==> src/rtl/noc_pkg.sv <==
// Shared NoC constants and helpers for the injection arbiter and its round-robin core.
package noc_pkg;

   localparam int unsigned REQ_FLIT_W = 12;
   localparam int unsigned NOC_PORTS  = 4;
   localparam int unsigned GID_W      = $clog2(8);

   // Next round-robin pointer after a grant to idx, wrapping at n.
   function automatic logic [GID_W-1:0] rr_next(input logic [GID_W-1:0] idx, input int unsigned n);
      if (32'(idx) + 32'd1 >= n) begin
         return '0;
      end
      return idx + GID_W'(1);
   endfunction

endpackage

==> src/rtl/rr_arbiter.sv <==
// Combinational round-robin arbiter: lowest set request at or above ptr, else lowest overall.
module rr_arbiter
   import noc_pkg::*;
#(
   parameter int unsigned N = 4
) (
   input  logic [N-1:0]     req,
   input  logic [GID_W-1:0] ptr,
   input  logic             enable,
   output logic [N-1:0]     gnt,
   output logic [GID_W-1:0] gnt_idx,
   output logic             any
);

   logic [N-1:0] upper;
   logic [N-1:0] masked;
   logic [N-1:0] cand;

   always_comb begin
      upper = '0;
      for (int i = 0; i < int'(N); i++) begin
         upper[i] = (GID_W'(i) >= ptr);
      end
      masked  = req & upper;
      cand    = (|masked) ? masked : req;
      gnt     = '0;
      gnt_idx = '0;
      any     = enable & (|req);
      // Scan downwards so the lowest candidate index wins.
      for (int i = int'(N) - 1; i >= 0; i--) begin
         if (enable && cand[i]) begin
            gnt     = '0;
            gnt[i]  = 1'b1;
            gnt_idx = GID_W'(i);
         end
      end
   end

endmodule

==> src/rtl/noc_inject_arbiter.sv <==
// Shares one router input port between N_SRC local sources, one flit per cycle, honouring full/almost_full.
module noc_inject_arbiter
   import noc_pkg::*;
#(
   parameter int unsigned N_SRC  = NOC_PORTS,
   parameter int unsigned FLIT_W = REQ_FLIT_W
) (
   input  logic                    clk,
   input  logic                    reset,
   input  logic [N_SRC-1:0]        src_valid,
   input  logic [N_SRC*FLIT_W-1:0] src_data,
   output logic [N_SRC-1:0]        src_ready,
   input  logic                    full,
   input  logic                    almost_full,
   output logic                    write_out,
   output logic [FLIT_W-1:0]       data_out,
   output logic [GID_W-1:0]        grant_id
);

   logic [N_SRC-1:0]  hold_valid;
   logic [FLIT_W-1:0] hold_data [N_SRC];
   logic [GID_W-1:0]  ptr;

   logic              can_issue;
   logic [N_SRC-1:0]  gnt;
   logic [GID_W-1:0]  gnt_idx;
   logic              any;
   logic [FLIT_W-1:0] sel_data;

   assign src_ready = ~hold_valid & {N_SRC{~reset}};

   // An in-flight write already owns the last free slot when almost_full is set.
   assign can_issue = ~full & ~(almost_full & write_out);

   rr_arbiter #(.N(N_SRC)) u_rr (
      .req     (hold_valid),
      .ptr     (ptr),
      .enable  (can_issue),
      .gnt     (gnt),
      .gnt_idx (gnt_idx),
      .any     (any)
   );

   always_comb begin
      sel_data = '0;
      for (int i = 0; i < int'(N_SRC); i++) begin
         if (gnt[i]) begin
            sel_data = sel_data | hold_data[i];
         end
      end
   end

   always_ff @(posedge clk) begin
      if (reset) begin
         hold_valid <= '0;
         for (int i = 0; i < int'(N_SRC); i++) begin
            hold_data[i] <= '0;
         end
         ptr       <= '0;
         write_out <= 1'b0;
         data_out  <= '0;
         grant_id  <= '0;
      end else begin
         for (int i = 0; i < int'(N_SRC); i++) begin
            if (src_valid[i] && src_ready[i]) begin
               hold_valid[i] <= 1'b1;
               hold_data[i]  <= src_data[i*FLIT_W +: FLIT_W];
            end else if (gnt[i]) begin
               hold_valid[i] <= 1'b0;
            end
         end
         write_out <= any;
         if (any) begin
            data_out <= sel_data;
            grant_id <= gnt_idx;
            ptr      <= rr_next(gnt_idx, N_SRC);
         end
      end
   end

endmodule

==> config.mk <==
export PLATFORM = sky130hd
export DESIGN_NAME = noc_inject_arbiter
export DESIGN_NICKNAME = d
export VERILOG_FILES = /design/src/rtl/noc_pkg.sv /design/src/rtl/rr_arbiter.sv /design/src/rtl/noc_inject_arbiter.sv
export SDC_FILE = /design/constraint.sdc
export NUM_CORES = 1
export LEC_CHECK = 0
export CAP_MARGIN = 20
export CORE_ASPECT_RATIO = 1.2
export CORE_MARGIN = 1.5
export CORE_UTILIZATION = 50
export DETAILED_ROUTE_END_ITERATION = 7
export GPL_TIMING_DRIVEN = 0
export PLACE_DENSITY = 0.76
export SYNTH_ARGS = -nofsm -noshare
export SYNTH_HDL_FRONTEND = slang
export SYNTH_SLANG_ARGS = --single-unit
==> constraint.sdc <==
create_clock -name clk -period 2.55 [get_ports clk]
set_input_delay 0.6375 -clock clk [delete_from_list [all_inputs] [get_ports clk]]
set_output_delay 0.6375 -clock clk [all_outputs]
set_load 0.02 [all_outputs]
==> results of run 1 <==
==> tightest hold or removal path: stages (launching register included) <==
cell	delay, ns
dfxtp_1	0.32
nand2_1	0.05
a21oi_1	0.05
==> state kept, by name, indices dropped and copies added, names as in the netlist <==
name        flops
write_out       1
data_out       12
grant_id        2
hold_valid      4
ptr             3
hold_data      48
==> layer usage <==
metal | up-vias | GRT usage | wire, µm
met5 | - | 0 | 0
met4 | 0 | 0.116 | 176
met3 | 16 | 0.0362 | 293
met2 | 58 | 0.372 | 3850
met1 | 1155 | 0.283 | 3210
li1 | 1170 | - | -
==> where the power goes <==
group	internal (mW)	switching (mW)	total [mW]
logic	0.267	0.293	0.560
registers	1.31	0.0460	1.36
clock network	0.352	0.387	0.739
total	1.93	0.726	2.65
==> cells by family (layout without fill, tap and decap cells) <==
kind of cell	count (synthesis)	after routing	share of synthesized area
flops	70	70	0.577
compound gates	60	60	0.204
other cells	1	1	0.00115
fa+ha+maj	1	1	0.00383
buf+inv	26	116	0.0541
simple gates	100	100	0.161
==> per-stage QoR <==
step | power, mW | util | hold slack, ns | instance area (µm²)
final | 2.65 | 0.675 | 0.468 | 4300
after global routing | 2.76 | 0.675 | 0.494 | 4300
after CTS | 2.66 | 0.675 | 0.464 | 4300
after detailed placement | 1.93 | 0.646 | 0.455 | 4110
after global placement | 1.92 | 0.646 | 0.450 | 4110
after floorplan | 1.70 | - | 0.494 | 3260
==> worst paths after layout <==
path                                endpoint  slack, ns  depth (start not counted)
worst min register to register   grant_id[0]       0.47                          2
worst max-delay path            src_ready[3]       0.09                          5
worst max register to register        ptr[1]       0.52                          9
worst min-delay path             grant_id[0]       0.47                          2
==> cell usage in the layout (no fill, tap or decap), types with 2 or more instances in the layout <==
cell              n
inv_1             3
a311oi_1          2
a21oi_1           4
clkbuf_1         12
dlygate4sd2_1     3
and3_1           48
a221oi_2          9
o21a_1            2
clkdlybuf4s15_2   2
clkbuf_2          2
nand2_1          16
clkbuf_8         10
a32o_1           12
clkinv_2          2
nor3_1            4
a21o_1            6
buf_6             7
a221oi_1          3
dfxtp_1          22
nor2_2            2
nor2_4            2
nand2b_1          2
a211oi_1          4
nor2_1           21
clkdlybuf4s50_1  69
buf_4             2
a211oi_2          9
buf_2             2
edfxtp_1         48
==> final cells by class <==
class | count | area (µm²)
Multi-Input combinational cell | 162 | 1220
Timing Repair Buffer | 74 | 739
Inverter | 3 | 11.3
Buffer | 23 | 181
Sequential cell | 70 | 1880
Tap cell | 85 | 106
Clock inverter | 2 | 10.0
Fill cell | 468 | 2070
Clock buffer | 14 | 143
==> flow_metrics.tcl, run 1 <==
set metrics [dict create \
    status "finished, final reports clean" \
    seq_area_frac_synth 0.577 \
    cp.arrival_ns 1.83 \
    synth_area_leader_cell "edfxtp_1" \
    grt_max_degree 13 \
    die_w_um 76.7 \
    cts-root-buf "clkbuf_8" \
    fin_cells 433 \
    core_um2 6370 \
    pwr_density_cell_nw_per_um2 618 \
    reg2reg_from "hold_valid[1]" \
    synth_top_area_frac 0.442 \
    nets 400 \
    worst_path_max_delay_cell "clkbuf_1" \
    antenna_left 0 \
    syn_area_um2 3260 \
    fin_ws_ns 0.0867 \
    finalWirelength_um 7530 \
    cts_tree "yes" \
    clk_pin_slew_ns 0.07 \
    cts_setup_buffers 0 \
    cpLargestDelayFamily "buffers and inverters" \
    hpwl_um 5610 \
    hp-start "grant_id[0]" \
    cts_max_level 3 \
    hold_viol 0 \
    cts_buffers 9 \
    synth_edf_count 48 \
    maxSlewViolCount 0 \
    dpl.cell_count 417 \
    syn_nets 315 \
    synthArstFlopShare 0 \
    wl_per_cell_um 17.4 \
    worstPathRequired_ns 1.91 \
    grt_usage 0.225 \
    setup_viol 0 \
    yosys_warnings 0 \
    grt_pass1_wl_um 11900 \
    gp_congestion 0.809 \
    antennaDiodeCount 0 \
    p_leak_nw 1.72 \
    crit_fanout 10 \
    antenna_found_initial 0 \
    slowest_delay_ns 0.38 \
    finalCritPeriodShare 0.966 \
    clockBufferDepth 2 \
    finalClockSkew_ns 0.00754 \
    initial_core_util 0.513 \
    ioPinCount 76 \
    dr_total_vias 2399 \
    setup_total_negative_slack_ns 0 \
    drcViolationCount 0 \
    maxCapViolations 0 \
    critPathLaunchType "flip-flop" \
    dieArea_um2 7020 \
    ys_top_cells_by_count "and3_1, edfxtp_1, nor2_1, dfxtp_1, nand2_1" \
    max-vdd-ir-drop_uv 381 \
    cts.sinks 70 \
    dr.pass1.iters 4 \
    synth_cells 258 \
    critPathKind "reg -> out" \
    endpoint_kind "primary output" \
    synth_area_leaders "edfxtp_1, dfxtp_1, and3_1, a221oi_2, a32o_1" \
    postCtsHoldBufs 0 \
    clk_latency_ns 0.35 \
    cts.repair.resized 22 \
    worst_slew_pin_slew_ns 0.667 \
    dp_slack_ns -0.634 \
    path_cells "buf_6 -> clkbuf_1 -> nor2_2 -> clkbuf_8 -> clkdlybuf4s15_2" \
    initialDrtViolationCount 181 \
    synthDistinctLibCells 38 \
    avgSynthCellArea_um2 12.6 \
    portBuffers 74 \
    overflow 0 \
    min_period_ns 2.46 \
    syn2layout_area_growth_pct 31.7 \
    grt_pass1_vias 2392 \
    row_count 32 \
    ys_seq_elements 70 \
    synth_ff_type "edfxtp_1" \
    worst-path-buf-inv 4 \
    fp.dieH_um 91.5 \
    fmax_mhz 406 \
    critPathLaunch "hold_valid[3]" \
    maxSlewHeadroom 0.555 \
    drive_gt1_frac 0.172 \
    via_per_inst 5.54 \
    rsz0062_at_grt "false" \
    hold_path.class "reg -> reg" \
]
No activity file was read; power rests on OpenSTA's default activity.
==> run 2: changes to the inputs <==
--- a/config.mk
+++ b/config.mk
@@ -11,5 +11,7 @@
 export CORE_UTILIZATION = 50
 export DETAILED_ROUTE_END_ITERATION = 7
+export GPL_ROUTABILITY_DRIVEN = 0
 export GPL_TIMING_DRIVEN = 0
+export HOLD_SLACK_MARGIN = 0.12
 export PLACE_DENSITY = 0.76
 export SYNTH_ARGS = -nofsm -noshare
==> constraint.sdc (replaced) <==
create_clock -name clk -period 2.55 [get_ports clk]
set_input_delay 0.255 -clock clk [delete_from_list [all_inputs] [get_ports clk]]
set_output_delay 0.255 -clock clk [all_outputs]
set_load 0.02 [all_outputs]
==> run 2 against run 1 <==
Sequential share of layout area increased by 0.32 points. Clock power barely moved. Wire length shrank 0.49%. Hold slack worse by 0.0031 ns. Global-route usage about the same. Maximum frequency increased by 0.93%. Largest cell class unchanged.
==> flow_metrics.tcl, run 2 (synthesis results as in run 1) <==
set metrics [dict create \
    status "finished, final reports clean" \
    maxSlewViolCount 0 \
    grt_pass1_wl_um 11900 \
    hold_viol 0 \
    fin_cells 433 \
    p_total_mw 2.65 \
    cpLargestDelayFamily "buffers and inverters" \
    fp.dieH_um 91.5 \
    syn2layout_area_growth_pct 30.8 \
    worst_path_max_delay_cell "clkdlybuf4s50_1" \
    clockBufferDepth 2 \
    worst-path-buf-inv 4 \
    grt_pass1_vias 2404 \
    final_core_util 0.670 \
    cts_tree "yes" \
    critPathKind "reg -> out" \
    fmax_mhz 410 \
    slowest_delay_ns 0.65 \
    core_um2 6370 \
    cp.arrival_ns 2.19 \
    cts_max_level 3 \
    clk_latency_ns 0.34 \
    wl_per_cell_um 17.3 \
    regMostFlops "hold_data" \
    ioPinCount 76 \
    max-vdd-ir-drop_uv 380 \
    postCtsHoldBufs 0 \
    antennaDiodeCount 0 \
    via_per_inst 5.54 \
    die_w_um 76.7 \
    maxCapViolations 0 \
    largest_register_ffs 48 \
    post-route-cell-area_um2 4270 \
    setup_viol 0 \
    cts_buffers 9 \
    grt_max_degree 13 \
    reg_top3 "hold_data: 48 flops, data_out: 12 flops, hold_valid: 4 flops" \
    reg2regPathDepth 5 \
    crit_fanout 10 \
    clk_pin_slew_ns 0.07 \
    endpoint_kind "primary output" \
    hold_path.class "reg -> reg" \
    rsz0062_at_grt "false" \
    cts-root-buf "clkbuf_8" \
    pwr_density_cell_nw_per_um2 620 \
    dieArea_um2 7020 \
    final_cell_mix "clkdlybuf4s50_1, and3_1, edfxtp_1" \
    nets 400 \
    drive_gt1_frac 0.149 \
    dpl.cell_count 417 \
    maxSlewHeadroom 0.550 \
    setup_total_negative_slack_ns 0 \
    critPathLaunchType "flip-flop" \
    portBuffers 74 \
    initial_core_util 0.513 \
    worst_slew_pin_slew_ns 0.676 \
    antenna_found_initial 0 \
    path_cells "buf_6 -> clkbuf_1 -> nor2_2 -> clkbuf_2 -> clkdlybuf4s50_1" \
    dr.pass1.iters 4 \
    cp.depth 5 \
    overflow 0 \
    min_period_ns 2.44 \
    initialDrtViolationCount 153 \
    drcViolationCount 0 \
    worstPathRequired_ns 2.30 \
    finalCritPeriodShare 0.957 \
    final_common_cell "clkdlybuf4s50_1" \
    min_delay_path_depth 2 \
    fin_ws_ns 0.109 \
    dp_slack_ns 0.131 \
    cts.sinks 70 \
    p_leak_nw 1.70 \
    finalWirelength_um 7490 \
    dr_total_vias 2397 \
    grt_usage 0.225 \
    timing.hold.ws_ns 0.465 \
    row_count 32 \
    antenna_left 0 \
    hpwl_um 5610 \
    finalClockSkew_ns 0.00836 \
    placed_area_um2 4110 \
]
## run 2: cell count changes in the layout (fill, tap and decap cells not counted), moves of 2 or more
cell,before,now
nor2_4,2,0
clkbuf_1,12,15
dlygate4sd2_1,3,0
clkdlybuf4s50_1,69,74
clkdlybuf4s15_2,2,0
nor2_1,21,24
## run 2: layout make-up
type                            instances  area (µm²)
Timing Repair Buffer                   74         741
Clock buffer                           14         143
Clock inverter                          2        10.0
Fill cell                             475        2100
Sequential cell                        70        1880
Multi-Input combinational cell        162        1210
Inverter                                3        11.3
Tap cell                               85         106
Buffer                                 23         166
## run 2: power by group
part / internal (mW) / leakage (nW) / switching (mW)
clock: 0.352 / 0.0784 / 0.384
sequential: 1.31 / 0.688 / 0.0450
combinational: 0.265 / 0.933 / 0.291
## run 2: what timing repair did
item / 4_1_cts / 5_1_grt
pin swaps: 0 / 0
resized for setup: 1 / 1
setup endpoints to repair: 1 / 1
buffers inserted: 0 / 0
## run 2: path summary, 6_finish.rpt
check                                    from  slack, ns         endpoint
worst max register to register  hold_valid[3]       0.52  hold_data[3][3]
worst max-delay path            hold_valid[3]       0.11     src_ready[3]
worst min register to register    grant_id[0]       0.47      grant_id[0]
worst min-delay path              grant_id[0]       0.47      grant_id[0]
## run 2: per-layer routing
metal | share of wire | global-route usage | vias to the layer above
li1 | - | - | 1161
met1 | 0.42 | 0.281 | 1165
met2 | 0.52 | 0.373 | 56
met3 | 0.035 | 0.0362 | 15
met4 | 0.024 | 0.116 | 0
met5 | 0 | 0 | -
## run 2: worst register-to-register path: cells and delay by family, from the launching register on
| kind | cells | cell delay, ns |
|---|---|---|
| AO/OA/AOI/OAI | 1 | 0.47 |
| AND/OR/NAND/NOR | 1 | 0.23 |
| buffers and inverters | 3 | 0.64 |
| flip-flops | 1 | 0.33 |
